--- src/rtl/calc_seq_ctrl_pkg.sv ---
// ---------------------------------------------------------------------------
// calc_seq_ctrl_pkg
// Shared definitions for the switch/key calculator sequencer: opcode values,
// FSM state encoding, the error display word and the green LED pattern shown
// in each state.
// No ports (package).
// ---------------------------------------------------------------------------
package calc_seq_ctrl_pkg;

    localparam logic [1:0] OP_ADD = 2'b00;
    localparam logic [1:0] OP_SUB = 2'b01;
    localparam logic [1:0] OP_MUL = 2'b10;
    localparam logic [1:0] OP_DIV = 2'b11;

    typedef enum logic [2:0] {
        ST_GET_A,
        ST_GET_B,
        ST_EXEC,
        ST_SHOW,
        ST_ERR
    } state_t;

    localparam logic [31:0] ERR_WORD = 32'hEEEE_EEEE;

    localparam logic [2:0] LEDG_GET_A = 3'b001;
    localparam logic [2:0] LEDG_GET_B = 3'b010;
    localparam logic [2:0] LEDG_EXEC  = 3'b000;
    localparam logic [2:0] LEDG_SHOW  = 3'b100;
    localparam logic [2:0] LEDG_ERR   = 3'b111;

    // LED pattern for a state; used when loading the registered LEDG value
    // together with the state transition.
    function automatic logic [2:0] ledg_for(input state_t st);
        logic [2:0] pat;
        case (st)
            ST_GET_A: pat = LEDG_GET_A;
            ST_GET_B: pat = LEDG_GET_B;
            ST_EXEC:  pat = LEDG_EXEC;
            ST_SHOW:  pat = LEDG_SHOW;
            ST_ERR:   pat = LEDG_ERR;
            default:  pat = LEDG_GET_A;
        endcase
        return pat;
    endfunction

endpackage

--- src/rtl/calc_seq_ctrl_if.sv ---
// ---------------------------------------------------------------------------
// calc_seq_ctrl_if
// Board-facing signal bundle of the calculator sequencer.
//   SW    [W+1:0]  operand value SW[W-1:0], opcode SW[W+1:W]
//   KEY1           ENTER pushbutton, active-low, asynchronous
//   KEY2           CLEAR pushbutton, active-low, asynchronous
//   DATA  [2W-1:0] hex word for the seven-segment decoders
//   LEDG  [2:0]    state indicator
//   LEDG3          SUB result negative
//   BUSY           high while executing
// master: board/stimulus side, slave: sequencer side.
// ---------------------------------------------------------------------------
interface calc_seq_ctrl_if #(
    parameter int W = 16
);
    logic [W+1:0]   SW;
    logic           KEY1;
    logic           KEY2;
    logic [2*W-1:0] DATA;
    logic [2:0]     LEDG;
    logic           LEDG3;
    logic           BUSY;

    modport master (
        output SW, KEY1, KEY2,
        input  DATA, LEDG, LEDG3, BUSY
    );

    modport slave (
        input  SW, KEY1, KEY2,
        output DATA, LEDG, LEDG3, BUSY
    );
endinterface

--- src/rtl/calc_seq_ctrl_key_debounce.sv ---
// ---------------------------------------------------------------------------
// key_debounce
// Synchronises an active-low pushbutton into the clock domain and emits a
// single-cycle pulse once the key has been sampled low for DEB_CYCLES
// consecutive cycles. The key must be seen high again before another pulse.
// Ports:
//   CLOCK_50  in  system clock
//   RST_N     in  asynchronous active-low reset
//   key_n     in  raw active-low key, asynchronous
//   press_p   out one-cycle registered press pulse
// ---------------------------------------------------------------------------
module key_debounce #(
    parameter int DEB_CYCLES = 1000000
) (
    input  logic CLOCK_50,
    input  logic RST_N,
    input  logic key_n,
    output logic press_p
);
    localparam int CW = $clog2(DEB_CYCLES + 1);

    logic [1:0]    sync_q;
    logic [CW-1:0] cnt_q;
    logic          press_q;

    always_ff @(posedge CLOCK_50 or negedge RST_N) begin
        if (!RST_N) begin
            sync_q  <= 2'b11;          // released
            cnt_q   <= '0;
            press_q <= 1'b0;
        end else begin
            sync_q  <= {sync_q[0], key_n};
            press_q <= 1'b0;
            if (sync_q[1]) begin
                cnt_q <= '0;           // any high sample restarts the count and re-arms
            end else if (cnt_q != CW'(DEB_CYCLES)) begin
                // Saturating at DEB_CYCLES keeps a held key from pulsing again.
                cnt_q <= cnt_q + 1'b1;
                if (cnt_q == CW'(DEB_CYCLES - 1)) begin
                    press_q <= 1'b1;
                end
            end
        end
    end

    assign press_p = press_q;
endmodule

--- src/rtl/calc_seq_ctrl.sv ---
// ---------------------------------------------------------------------------
// calc_seq_ctrl
// Sequencer for the switch/key calculator: operand-A entry, operand-B entry,
// execution (single-cycle add/sub, iterative shift-add multiply and
// restoring divide) and result display.
// Ports:
//   CLOCK_50  in  system clock
//   RST_N     in  asynchronous active-low reset
//   bus       calc_seq_ctrl_if.slave (SW, KEY1, KEY2 in; DATA, LEDG, LEDG3, BUSY out)
// DATA is registered except in GET_A/GET_B, where it shows the live switches.
// ---------------------------------------------------------------------------
module calc_seq_ctrl
    import calc_seq_ctrl_pkg::*;
#(
    parameter int DEB_CYCLES = 1000000,
    parameter int W          = 16
) (
    input  logic           CLOCK_50,
    input  logic           RST_N,
    calc_seq_ctrl_if.slave bus
);
    localparam int DW = 2 * W;
    localparam int IW = (W > 1) ? $clog2(W) : 1;
    localparam logic [IW-1:0] ITER_LAST = IW'(W - 1);

    // ---- key pulses -------------------------------------------------------
    logic [1:0] keys_n;
    logic [1:0] press_p;
    logic       enter_p;
    logic       clear_p;

    assign keys_n = {bus.KEY2, bus.KEY1};

    genvar gi;
    generate
        for (gi = 0; gi < 2; gi++) begin : g_key
            key_debounce #(
                .DEB_CYCLES (DEB_CYCLES)
            ) u_deb (
                .CLOCK_50 (CLOCK_50),
                .RST_N    (RST_N),
                .key_n    (keys_n[gi]),
                .press_p  (press_p[gi])
            );
        end
    endgenerate

    assign enter_p = press_p[0];
    assign clear_p = press_p[1];

    // ---- state ------------------------------------------------------------
    state_t          state_q;
    logic [W-1:0]    a_q;
    logic [W-1:0]    b_q;
    logic [1:0]      op_q;
    logic [DW-1:0]   data_q;
    logic [2:0]      ledg_q;
    logic            ledg3_q;
    logic            busy_q;
    logic [IW-1:0]   iter_q;
    logic            first_q;     // first EXEC cycle: single-cycle ops / iteration setup
    logic [DW-1:0]   prod_q;
    logic [DW-1:0]   mcand_q;
    logic [W-1:0]    rem_q;
    logic [W-1:0]    quo_q;

    // ---- datapath -----------------------------------------------------------
    logic [W:0]      add_sum;
    logic [W:0]      sub_diff;
    logic [DW-1:0]   prod_d;
    logic [W:0]      rem_shift;
    logic [W-1:0]    rem_trial;
    logic            rem_fits;
    logic [W-1:0]    rem_d;
    logic [W-1:0]    quo_d;
    logic            goto_a;

    assign add_sum  = {1'b0, a_q} + {1'b0, b_q};
    assign sub_diff = {1'b0, a_q} - {1'b0, b_q};

    // Shift-add: multiplicand shifts left each step, multiplier bit picked by iteration.
    assign prod_d = prod_q + (b_q[iter_q] ? mcand_q : '0);

    // Restoring divide: bring down the next dividend bit from the quotient register.
    // The partial remainder is < 2*B, so the trial difference fits in W bits when it is kept.
    assign rem_shift = {rem_q, quo_q[W-1]};
    assign rem_fits  = (rem_shift >= {1'b0, b_q});
    assign rem_trial = rem_shift[W-1:0] - b_q;
    assign rem_d     = rem_fits ? rem_trial : rem_shift[W-1:0];
    assign quo_d     = {quo_q[W-2:0], rem_fits};

    // Clear wins over enter; enter leaves SHOW/ERR for a fresh entry.
    assign goto_a = clear_p | (enter_p & ((state_q == ST_SHOW) | (state_q == ST_ERR)));

    always_ff @(posedge CLOCK_50 or negedge RST_N) begin
        if (!RST_N) begin
            state_q <= ST_GET_A;
            a_q     <= '0;
            b_q     <= '0;
            op_q    <= OP_ADD;
            data_q  <= '0;
            ledg_q  <= LEDG_GET_A;
            ledg3_q <= 1'b0;
            busy_q  <= 1'b0;
            iter_q  <= '0;
            first_q <= 1'b0;
            prod_q  <= '0;
            mcand_q <= '0;
            rem_q   <= '0;
            quo_q   <= '0;
        end else if (goto_a) begin
            state_q <= ST_GET_A;
            a_q     <= '0;
            b_q     <= '0;
            op_q    <= OP_ADD;
            data_q  <= '0;
            ledg_q  <= ledg_for(ST_GET_A);
            ledg3_q <= 1'b0;
            busy_q  <= 1'b0;
            iter_q  <= '0;
            first_q <= 1'b0;
        end else begin
            case (state_q)
                ST_GET_A: begin
                    if (enter_p) begin
                        a_q     <= bus.SW[W-1:0];
                        state_q <= ST_GET_B;
                        ledg_q  <= ledg_for(ST_GET_B);
                    end
                end
                ST_GET_B: begin
                    if (enter_p) begin
                        b_q     <= bus.SW[W-1:0];
                        op_q    <= bus.SW[W+1:W];
                        data_q  <= {a_q, bus.SW[W-1:0]};
                        state_q <= ST_EXEC;
                        ledg_q  <= ledg_for(ST_EXEC);
                        busy_q  <= 1'b1;
                        iter_q  <= '0;
                        first_q <= 1'b1;
                    end
                end
                ST_EXEC: begin
                    if (first_q) begin
                        first_q <= 1'b0;
                        case (op_q)
                            OP_ADD: begin
                                data_q  <= {{(W-1){1'b0}}, add_sum};
                                state_q <= ST_SHOW;
                                ledg_q  <= ledg_for(ST_SHOW);
                                busy_q  <= 1'b0;
                            end
                            OP_SUB: begin
                                data_q  <= {{(W-1){sub_diff[W]}}, sub_diff};
                                ledg3_q <= (a_q < b_q);
                                state_q <= ST_SHOW;
                                ledg_q  <= ledg_for(ST_SHOW);
                                busy_q  <= 1'b0;
                            end
                            OP_MUL: begin
                                prod_q  <= '0;
                                mcand_q <= {{W{1'b0}}, a_q};
                            end
                            default: begin // OP_DIV
                                if (b_q == '0) begin
                                    data_q  <= DW'(ERR_WORD);
                                    state_q <= ST_ERR;
                                    ledg_q  <= ledg_for(ST_ERR);
                                    busy_q  <= 1'b0;
                                end else begin
                                    rem_q <= '0;
                                    quo_q <= a_q;
                                end
                            end
                        endcase
                    end else begin
                        if (op_q == OP_MUL) begin
                            prod_q  <= prod_d;
                            mcand_q <= {mcand_q[DW-2:0], 1'b0};
                        end else begin
                            rem_q <= rem_d;
                            quo_q <= quo_d;
                        end
                        if (iter_q == ITER_LAST) begin
                            data_q  <= (op_q == OP_MUL) ? prod_d : {quo_d, rem_d};
                            state_q <= ST_SHOW;
                            ledg_q  <= ledg_for(ST_SHOW);
                            busy_q  <= 1'b0;
                        end else begin
                            iter_q <= iter_q + 1'b1;
                        end
                    end
                end
                default: ; // SHOW / ERR only leave through goto_a
            endcase
        end
    end

    // ---- outputs ------------------------------------------------------------
    assign bus.DATA  = (state_q == ST_GET_A) ? {{W{1'b0}}, bus.SW[W-1:0]} :
                       (state_q == ST_GET_B) ? {a_q, bus.SW[W-1:0]}       :
                                               data_q;
    assign bus.LEDG  = ledg_q;
    assign bus.LEDG3 = ledg3_q;
    assign bus.BUSY  = busy_q;

endmodule

--- src/flat_wrapper.sv ---
// flat-port wrapper written by rule: the top's interface ports become plain ports
module calc_seq_ctrl_flat import calc_seq_ctrl_pkg::*;
#(
    parameter int DEB_CYCLES = 1000000,
    parameter int W          = 16
)
  (CLOCK_50, RST_N, bus_SW, bus_KEY1, bus_KEY2, bus_DATA, bus_LEDG, bus_LEDG3, bus_BUSY);
  calc_seq_ctrl_if #(.W(W)) bus_i ();
  input  logic CLOCK_50;
  input  logic RST_N;
  input wire logic [$bits(bus_i.SW)-1:0] bus_SW;
  input wire logic [$bits(bus_i.KEY1)-1:0] bus_KEY1;
  input wire logic [$bits(bus_i.KEY2)-1:0] bus_KEY2;
  output wire logic [$bits(bus_i.DATA)-1:0] bus_DATA;
  output wire logic [$bits(bus_i.LEDG)-1:0] bus_LEDG;
  output wire logic [$bits(bus_i.LEDG3)-1:0] bus_LEDG3;
  output wire logic [$bits(bus_i.BUSY)-1:0] bus_BUSY;
  assign bus_i.SW = bus_SW;
  assign bus_i.KEY1 = bus_KEY1;
  assign bus_i.KEY2 = bus_KEY2;
  assign bus_DATA = bus_i.DATA;
  assign bus_LEDG = bus_i.LEDG;
  assign bus_LEDG3 = bus_i.LEDG3;
  assign bus_BUSY = bus_i.BUSY;
  calc_seq_ctrl #(.DEB_CYCLES(DEB_CYCLES), .W(W)) u_core (.CLOCK_50(CLOCK_50), .RST_N(RST_N), .bus(bus_i));
endmodule
--- config.mk ---
export PLATFORM = sky130hd
export DESIGN_NAME = calc_seq_ctrl_flat
export DESIGN_NICKNAME = d
export VERILOG_FILES = /design/src/rtl/calc_seq_ctrl_pkg.sv /design/src/rtl/calc_seq_ctrl_if.sv /design/src/rtl/calc_seq_ctrl_key_debounce.sv /design/src/rtl/calc_seq_ctrl.sv /design/src/flat_wrapper.sv
export SDC_FILE = /design/constraint.sdc
export NUM_CORES = 1
export LEC_CHECK = 0
export BUFFER_PORTS_ARGS = -buffer_cell sky130_fd_sc_hd__buf_2
export CAP_MARGIN = 20
export CORE_MARGIN = 4
export CORE_UTILIZATION = 45
export DETAILED_ROUTE_END_ITERATION = 6
export GPL_TIMING_DRIVEN = 0
export SYNTH_ARGS = -nofsm -noshare
export SYNTH_HDL_FRONTEND = slang
export SYNTH_HIERARCHICAL = 1
export SYNTH_SLANG_ARGS = --single-unit
--- constraint.sdc ---
create_clock -name CLOCK_50 -period 7.2 [get_ports CLOCK_50]
set_input_delay 1.44 -clock CLOCK_50 [delete_from_list [all_inputs] [get_ports CLOCK_50]]
set_output_delay 1.44 -clock CLOCK_50 [all_outputs]
set_load 0.02 [all_outputs]
# Word-level counts from Yosys, hierarchy flattened
# Cells that the tools add are included.
[totals]
output_inout_bits = 37
n_memories = 0
romBits = 0
in_bits = 22
elab_cells = 160
reg_bits = 221
latchBits = 0
mem_bits_rw = 0
[op_classes]
muxes = 79
order_cmp = 3
n_div = 0
bitwise_logic = 4
n_addsub = 7
eq_ne = 22
shifts = 0
n_mul = 0
reduce_logical = 25
[op_table]
columns = ["op", "count"]
rows = [
  ["32-bit 2-to-1 mux", 15],
  ["16-bit 2-to-1 mux", 14],
  ["32-bit one-hot mux with 3 select lines", 1],
  ["20-bit 2-to-1 mux", 4],
  ["32-bit one-hot mux with 2 select lines", 1],
  ["20-bit by 1-bit adder with 20-bit output (second input constant)", 2],
  ["20-bit == test (second input constant)", 2],
  ["20-bit != test (second input constant)", 2],
  ["3-bit 2-to-1 mux", 11],
  ["32-bit adder", 1],
  ["3-bit one-hot mux with 3 select lines", 2],
  ["16-bit by 16-bit adder with 17-bit output", 1],
  ["17-bit by 16-bit >= comparator with 1-bit output", 1],
  ["1-bit 2-to-1 mux", 17],
  ["16-bit by 16-bit subtractor with 17-bit output", 1],
  ["16-bit zero test", 1],
  ["16-bit < comparator", 1],
  ["4-bit 2-to-1 mux", 4],
  ["2-bit nonzero test", 8],
  ["16-bit subtractor", 1],
  ["5-bit AND reduction", 3],
  ["3-bit one-hot mux with 2 select lines", 2],
  ["3-bit by 2-bit != test with 1-bit output (second input constant)", 3],
  ["4-bit one-hot mux with 2 select lines", 1],
  ["other kinds (31)", 41],
]

# Longest topological paths before layout
# Gate-level depths: netlist of run 1.
[logic_depth]
word_depth = 9
ltp_mapped = 19
mapped_depth_nobuf = 18

# Cells and area by module
# The synthesis of run 1 kept the hierarchy.
[by_module_without_submodules]
columns = ["module", "cells_each", "instances", "area_each_um2", "seq_area_each_um2"]
rows = [
  ["calc_seq_ctrl", 1485, 1, 12680.9, 4380.5],
  ["key_debounce (u_core.g_key[1].u_deb)", 117, 1, 1168.6, 578.1],
  ["key_debounce (u_core.g_key[0].u_deb)", 115, 1, 1149.9, 578.1],
]

# Worst setup path after synthesis of run 1
# No wires, ideal clock.
[synth_path]
path_kind = "register to register"
start = "register u_core.iter_q[2]"
end = "register u_core.data_q[31]"
period_less_slack_ns = 3.990
arrival_time_ns = 3.863
required_time_ns = 7.073
path_buffers = 2
setup_slack_ns = 3.210
setup_time_ns = 0.127
path_stages_with_launch = 19
cell_sequence = "dfrtp_1 buf_6 mux4_2 nor2b_4 a211oi_2 a21oi_2 clkbuf_1 and2_1 ha_1 a21o_1 a21oi_2 a21oi_1 o311a_1 o21a_1 a31oi_2 mux2i_1 a21oi_1 nor3b_1 o22ai_1"
[synth_between]
elab_chain_cells = 9
word_cells_on_any_way = 12
cone_classes = "add/sub: 1; eq/ne: 2; mux: 8; reduce/logical: 1"
[synth_rtl]
columns = ["element", "line", "rtl"]
rows = [
  ["start: declaration", "calc_seq_ctrl.sv:60", "logic [IW-1:0] iter_q;"],
  ["start signal: assignment", "calc_seq_ctrl.sv:190", "iter_q <= iter_q + 1'b1;"],
  ["1-bit binary-select mux with 4-bit select", "calc_seq_ctrl.sv:82", "assign prod_d = prod_q + (b_q[iter_q] ? mcand_q : '0);"],
  ["1-bit 2-to-1 mux (implied by the code)", "calc_seq_ctrl.sv:82", ""],
  ["32-bit 2-to-1 mux", "calc_seq_ctrl.sv:82", ""],
  ["32-bit adder", "calc_seq_ctrl.sv:82", ""],
  ["32-bit 2-to-1 mux", "calc_seq_ctrl.sv:185", "data_q <= (op_q == OP_MUL) ? prod_d : {quo_d, rem_d};"],
  ["32-bit 2-to-1 mux", "calc_seq_ctrl.sv:184", "if (iter_q == ITER_LAST) begin"],
  ["32-bit 2-to-1 mux", "calc_seq_ctrl.sv:144", "if (first_q) begin"],
  ["32-bit one-hot mux with 2 select lines", "calc_seq_ctrl.sv:123", "case (state_q)"],
  ["32-bit 2-to-1 mux", "calc_seq_ctrl.sv:111", "end else if (goto_a) begin"],
  ["end signal: assignment", "calc_seq_ctrl.sv:148", "data_q <= {{(W-1){1'b0}}, add_sum};"],
  ["end signal: assignment", "calc_seq_ctrl.sv:154", "data_q <= {{(W-1){sub_diff[W]}}, sub_diff};"],
  ["end signal: assignment", "calc_seq_ctrl.sv:185", ""],
  ["end: declaration", "calc_seq_ctrl.sv:56", "logic [DW-1:0] data_q;"],
]
# Parallel ways exist; a longest one is shown, timed or not. The select of a mux whose other input is x is not followed.
# A chain may end at the register's enable or synchronous reset.

# Worst setup path after layout of run 1
[layout_path]
start = "register u_core.b_q[0]"
end = "register u_core.data_q[31]"
[layout_between]
elab_chain_cells = 9
word_cells_on_any_way = 14
cone_classes = "add/sub: 2; eq/ne: 1; mux: 9; reduce/logical: 2"
[layout_rtl]
columns = ["element", "line", "rtl"]
rows = [
  ["start: declaration", "calc_seq_ctrl.sv:54", "logic [W-1:0] b_q;"],
  ["start signal: assignment", "calc_seq_ctrl.sv:133", "b_q <= bus.SW[W-1:0];"],
  ["1-bit binary-select mux with 4-bit select", "calc_seq_ctrl.sv:82", ""],
  ["1-bit 2-to-1 mux (implied by the code)", "calc_seq_ctrl.sv:82", ""],
  ["32-bit 2-to-1 mux", "calc_seq_ctrl.sv:82", ""],
  ["32-bit adder", "calc_seq_ctrl.sv:82", ""],
  ["32-bit 2-to-1 mux", "calc_seq_ctrl.sv:185", ""],
  ["32-bit 2-to-1 mux", "calc_seq_ctrl.sv:184", ""],
  ["32-bit 2-to-1 mux", "calc_seq_ctrl.sv:144", ""],
  ["32-bit one-hot mux with 2 select lines", "calc_seq_ctrl.sv:123", ""],
  ["32-bit 2-to-1 mux", "calc_seq_ctrl.sv:111", ""],
]
# Parallel ways exist; a longest one is shown, timed or not. The select of a mux whose other input is x is not followed.

==> reports/qor.txt, run 1 <==
most frequent cells in the layout: nand2_1 (224), dfrtp_1 (216), o21ai_0 (149), a21oi_1 (134), nor2_1 (113)
FILL cells: 3,087
postcts setup bufs: 0
Sinks on Clock Net: 221
post-cts resize count: 0
number of flops mapped to enable cells by yosys: 0
DRT antenna net count: 0
drt pass-1 iters: 7
Max-Cap Viols: 0
I/O Pins: 59
peak supply drop: 195 uV
Mapped Cells: 1,717
Yosys warnings: 6
DRC: 0
Avg Cell Area, Syn: 8.74 um^2
Least-Margin Pin Slew: 1.24 ns
slowest CP cell: a21oi_2
Post-CTS Hold Buffers: 0
leakage power total: 0.00764 uW
Storage cell area: 5540 um^2
share of async-settable or async-resettable flops after synthesis: 100%
CTS tree: built
1st-iter DRT viols: 1,594
Vias: 13,900
Final Critical Period: 5.17 ns
final non-filler cell total: 2,270
Worst setup SP type: flop
RSZ-0062 raised after global routing: no
crit share post-route: 71.8%
Clock Root Buffer: clkbuf_16
Multi-input gate area: 8810 um^2
Arr. time, crit path: 5.60 ns
initial antenna violation count: 0
critical path required time: 7.63 ns
Netlist cell types: 100
Pwr per Cell Area: 161 nW/um^2
largest net degree at the start of global routing: 98
CP max stage delay: 0.60 ns
design area: 16,800 um^2
GR Overflow Total: 0
dominant cell type by area after synthesis: dfrtp_1
critical path's most frequent cell: a21oi_1
Final Slew Violations: 0
vias per cell: 6.13
GRT Util Overall: 27.8%
num rows: 66
Worst-path clk slew: 0.06 ns
placed cell area: 15,900 um^2
fraction of layout cells with a size suffix above 1: 10.6%
die width: 191 um
Port Buf Inserts: 58
worst hold slack: 0.350 ns
chip height: 191 um
hpwl dp: 38,700 um
CP Cell Sequence: mux4_2 > nor2b_4 > a211oi_2 > a21oi_2 > clkbuf_1 > nand2_1 > inv_1 > ha_1 > a21o_1 > nand4_1 > a21oi_1 > o311a_1 > o21a_1 > a31oi_2 > mux2i_1 > a21oi_1 > nor3b_1 > o22ai_1
post-synth top area share: 36.0%
Crit. End Element: flop
first-pass GRT wire length: 78,600 um
clk_lat worst skew: 0.56 ns
worst relative slew slack: 15.4%
Setup Skew: 0.0144 ns
f_max: 0.194 GHz
RD Place Congestion: 0.947
Synth area leaders: dfrtp_1 (36%), ha_1 (7.0%), nand2_1 (5.6%), o21ai_0 (5.0%), a21oi_1 (4.5%)
setup TNS: 0 ns
nets: 1,917
status: finished clean
Yosys reg bits: 221
Final Hold Vio Count: 0
Final setup viols: 0
dpl cells: 2,219
core box area: 32,700 um^2
worst-path fanout max: 10
die area: 36,300 um^2
n_diodes: 0
Initial Utilization: 45.9%
Clock Tree Buf Depth: 3
synthesized area: 15,000 um^2
Post-Route WL: 51,500 um
commonest non-fill, non-tap cell in the layout: nand2_1
Mapped Nets: 1,827
CTS Buf Count: 27
Hold Crit Class: reg2reg
WS Path Type: reg2reg
Layout area overhead: 12.1%
Avg WL per Cell: 22.7 um
vias in the first global route: 13,100
top_reg_cell synth: dfrtp_1
register area share after synthesis: 36.9%
H-Tree Depth: 1
-- cell usage after synthesis, types with 30 or more instances --
master / instances
mux2i_1: 30
nor2_1: 113
nand3_1: 30
and2_1: 45
nand2_1: 224
dfrtp_1: 216
o21ai_0: 149
ha_1: 84
a21oi_1: 134
inv_1: 70
clkbuf_1: 69
xnor2_1: 42
-- flip-flops by register name, summed over array words and instances (netlist names), 2 cells and up --
signal and count:
u_core/a_q 16, u_core/b_q 16, u_core/bus.LEDG 3, u_core/data_q 32
u_core/g_key.u_deb/cnt_q 40, u_core/g_key.u_deb/press_p 2, u_core/g_key.u_deb/sync_q 4, u_core/iter_q 4
u_core/mcand_q 32, u_core/op_q 2, u_core/prod_q 32, u_core/quo_q 16
u_core/rem_q 16, u_core/state_q 3
-- routing by layer --
layer | GRT usage, % | up-vias | share of wire [%]
li1 | - | 6389 | -
met1 | 40.2 | 6800 | 44
met5 | 0 | - | 0
met4 | 7.18 | 0 | 3.0
met3 | 5.09 | 104 | 9.1
met2 | 43.1 | 612 | 44
-- worst max-delay path: cells and delay by family, from the launching register on --
kind	cells	cell delay, ns
DFF	1	0.58
AOI/OAI and AO/OA	9	2.24
muxes	2	0.61
buffers and inverters	2	0.52
adders and majority gates	1	0.21
and+or+nand+nor	4	0.85
-- per-stage QoR --
step / power (uW) / utilization [%] / setup slack [ns]
floorplan: 1300 / - / 3.21
global placement: 1340 / 48.4 / 0.574
detailed placement: 1350 / 48.6 / 2.02
CTS: 2740 / 51.4 / 2.02
global route: 2800 / 51.4 / 1.73
finish: 2710 / 51.4 / 2.03
-- kinds of logic after synthesis --
group	Yosys count	share of synthesized area, %
xor+xnor	70	4.09
simple gates	583	19.1
compound gates	534	23.5
buf+inv	163	4.38
mux	58	4.43
flops	221	36.9
fa+ha+maj	88	7.54
-- final timing paths --
check | start | endpoint | slack (ns) | depth (start not counted)
worst max-delay path | u_core/b_q[0]$_DFFE_PN0P_ | u_core/data_q[31]$_DFFE_PN0P_ | 2.03 | 18
min in group asynchronous | RST_N | u_core/g_key[1].u_deb/cnt_q[17]$_DFFE_PN0P_ | 0.79 | 1
worst min register to register | u_core/g_key[0].u_deb/sync_q[0]$_DFF_PN1_ | u_core/g_key[0].u_deb/sync_q[1]$_DFF_PN1_ | 0.35 | 0
max in group asynchronous | RST_N | u_core/rem_q[13]$_DFFE_PN0P_ | 5.53 | 2
worst min-delay path | u_core/g_key[0].u_deb/sync_q[0]$_DFF_PN1_ | u_core/g_key[0].u_deb/sync_q[1]$_DFF_PN1_ | 0.35 | 0
worst max register to register | u_core/b_q[0]$_DFFE_PN0P_ | u_core/data_q[31]$_DFFE_PN0P_ | 2.03 | 18
-- layout make-up --
type | instances | area share [%]
buffer | 93 | 2.34
clock buffer | 36 | 4.40
clock inverter | 14 | 0.916
inverter | 70 | 1.56
multi-input combinational | 1333 | 52.4
sequential | 221 | 32.9
tap | 442 | 3.29
timing repair buffer | 61 | 2.16
-- report_power, final --
group	internal [uW]	switching, uW
Sequential	1250	4.65
Clock	801	582
Combinational	21.2	53.4
Total	2070	640
Power figures use the tool's default switching activity.
==> inputs of run 2 (changes only) <==
==> constraint.sdc (replaced) <==
create_clock -name CLOCK_50 -period 4.5 [get_ports CLOCK_50]
set_input_delay 0.9 -clock CLOCK_50 [delete_from_list [all_inputs] [get_ports CLOCK_50]]
set_output_delay 0.9 -clock CLOCK_50 [all_outputs]
set_load 0.02 [all_outputs]
==> run 2 against run 1 <==
Die area stayed put. Total power is 60% higher. First-iteration DRC count is 3.6% higher. Critical endpoint is now u_core/data_q[18]$_DFFE_PN0P_. Worst hold slack worse by 0.096 ns. Sequential share of layout area is 0.70 points lower. Utilization is 1.1 points higher.
==> reports/qor.txt, run 2 (synthesis gave the netlist of run 1 again) <==
status: finished clean
critical path required time: 4.92 ns (-2.71 ns)
commonest non-fill, non-tap cell in the layout: nand2_1
Post-CTS Hold Buffers: 0 (unchanged)
Vias: 13,900 (-0.28%)
Storage cell area: 5540 um^2 (about the same)
Final Slew Violations: 0 (unchanged)
hpwl dp: 38,700 um (unchanged)
Arr. time, crit path: 4.85 ns (-0.75 ns)
Port Buf Inserts: 58 (unchanged)
max reg flops: 40 (unchanged)
Least-Margin Pin Slew: 1.19 ns (-0.0512 ns)
DRT antenna net count: 0 (unchanged)
Reg-to-Reg Start: u_core/b_q[2]$_DFFE_PN0P_
worst relative slew slack: 18.9% (+3.5 points)
GR Overflow Total: 0 (unchanged)
Hold Crit Class: in2async
Worst setup SP type: flop
initial antenna violation count: 0 (unchanged)
num rows: 66 (unchanged)
Final setup viols: 0 (unchanged)
leakage power total: 0.00772 uW (+1.0%)
Clock Tree Buf Depth: 3 (unchanged)
H-Tree Depth: 1 (unchanged)
f_max: 0.225 GHz (+16%)
RSZ-0062 raised after global routing: yes
worst hold slack: 0.254 ns (-0.0956 ns)
fraction of layout cells with a size suffix above 1: 13.6% (+3.0 points)
reg2reg path depth: 16 (-2)
GRT Util Overall: 27.8% (+0.062 points)
Max-Cap Viols: 0 (unchanged)
crit path from: u_core/b_q[2]$_DFFE_PN0P_
Sinks on Clock Net: 221 (unchanged)
Crit. End Element: flop
Multi-input gate area: 9080 um^2 (+3.2%)
Setup crit end: u_core/data_q[18]$_DFFE_PN0P_
Final Hold Vio Count: 0 (unchanged)
largest net degree at the start of global routing: 98 (unchanged)
die width: 191 um (unchanged)
Clock Root Buffer: clkbuf_16
DRC: 0 (unchanged)
vias per cell: 6.09 (-0.63%)
CTS Buf Count: 27 (unchanged)
vias in the first global route: 13,100 (+0.16%)
worst-path fanout max: 10 (unchanged)
clk_lat worst skew: 0.56 ns (about the same)
first-pass GRT wire length: 78,800 um (+0.26%)
placed cell area: 15,900 um^2 (unchanged)
Top reg by flops: u_core/g_key.u_deb/cnt_q
Pwr per Cell Area: 252 nW/um^2 (+56%)
CTS tree: built
die area: 36,300 um^2 (unchanged)
FILL cells: 3,053 (-1.1%)
Setup Skew: 0.0163 ns (+0.00189 ns)
1st-iter DRT viols: 1,651 (+3.6%)
reg2reg setup slack: 0.06 ns (-1.97 ns)
Layout area overhead: 14.6%
peak supply drop: 311 uV (+60%)
I/O Pins: 59 (unchanged)
WS Path Type: reg2reg
reg2reg end: u_core/data_q[18]$_DFFE_PN0P_
Initial Utilization: 45.9% (unchanged)
RD Place Congestion: 0.947 (unchanged)
Worst-path clk slew: 0.06 ns (about the same)
Avg WL per Cell: 22.7 um (+0.25%)
drt pass-1 iters: 6 (-1)
design area: 17,200 um^2 (+2.2%)
crit share post-route: 98.6% (+27 points)
chip height: 191 um (unchanged)
most frequent cells in the layout: nand2_1 (223), dfrtp_1 (213), o21ai_0 (147), a21oi_1 (128), nor2_1 (113)
Final Critical Period: 4.44 ns (-0.731 ns)
core box area: 32,700 um^2 (unchanged)
nets: 1,925 (+0.42%)
Post-Route WL: 51,800 um (+0.61%)
n_diodes: 0 (unchanged)
run 2: cell count changes in the layout (fill, tap and decap cells not counted), moves of 4 or more:
cell	previous run	this run
buf_4	2	12
ha_1	84	75
a21oi_1	134	128
clkbuf_1	75	69
ha_2	0	5
xor2_1	28	23
xor2_2	0	5
a21oi_2	5	9
ha_4	0	4
run 2: through the flow:
stage          utilization (%)  setup slack [ns]  setup TNS (ns)  std cells  total power (uW)
6_report                  52.5            0.0645               0       2278              4330
5_1_grt                   52.5           -0.0578          -0.211       2278              4480
4_1_cts                   51.7           0.00109               0       2271              4380
3_5_place_dp              48.6            -0.681           -8.14       2219              2160
3_3_place_gp              48.4             -1.59         -341.17       2217              2150
2_1_floorplan                -             0.510               0       1717              2080
run 2: worst min-delay path by stage:
stage / startpoint / endpoint / slack (ns) / cells after the start
after global placement: u_core/g_key[1].u_deb/sync_q[0]$_DFF_PN1_ / u_core/g_key[1].u_deb/sync_q[1]$_DFF_PN1_ / 0.35 / 0
after floorplan: u_core/g_key[0].u_deb/sync_q[0]$_DFF_PN1_ / u_core/g_key[0].u_deb/sync_q[1]$_DFF_PN1_ / 0.35 / 0
after CTS: RST_N / u_core/g_key[1].u_deb/cnt_q[19]$_DFFE_PN0P_ / 0.26 / 1
after detailed placement: u_core/g_key[0].u_deb/sync_q[0]$_DFF_PN1_ / u_core/g_key[0].u_deb/sync_q[1]$_DFF_PN1_ / 0.35 / 0
final: RST_N / u_core/g_key[1].u_deb/cnt_q[17]$_DFFE_PN0P_ / 0.25 / 1
after global routing: RST_N / u_core/g_key[1].u_deb/cnt_q[18]$_DFFE_PN0P_ / 0.28 / 1
run 2: layer usage:
layer	global-route usage (%)	up-vias	part of all wire, %
met5	0	-	0
met4	7.10	0	3.0
met3	4.96	98	8.9
met2	43.2	601	44
met1	40.5	6758	44
li1	-	6409	-
run 2: what timing repair did:
action | CTS | global route
buffers inserted | 2 | 10
resized for setup | 19 | 51
setup endpoints to repair | 34 | 25
pin swaps | 4 | 20
run 2: worst max-delay path: stages, from the launching register on:
cell and delay, ns:
dfrtp_1 0.47, mux4_2 0.48, nor2b_4 0.14, a211oi_2 0.26
a21oi_4 0.13, buf_6 0.18, and2_1 0.16, ha_1 0.37
o21ai_0 0.11, a21boi_0 0.37, o2bb2ai_4 0.14, or4_4 0.51
a31oi_4 0.31, a31oi_2 0.16, xnor2_2 0.19, a211oi_1 0.23
o21ai_0 0.10
run 2: power breakdown:
group / internal (uW) / leakage (uW) / total, uW / switching, uW
logic: 33.9 / 0.00441 / 119 / 85.1
registers: 2000 / 0.00287 / 2000 / 7.44
clock network: 1280 / 0.000433 / 2210 / 928
total: 3310 / 0.00772 / 4330 / 1020
run 2: layout make-up:
type,count,share of cell area (%)
buffer,90,2.36
clock buffer,36,4.30
clock inverter,14,0.896
inverter,70,1.53
multi-input combinational,1333,52.9
sequential,221,32.2
tap,442,3.22
timing repair buffer,72,2.59
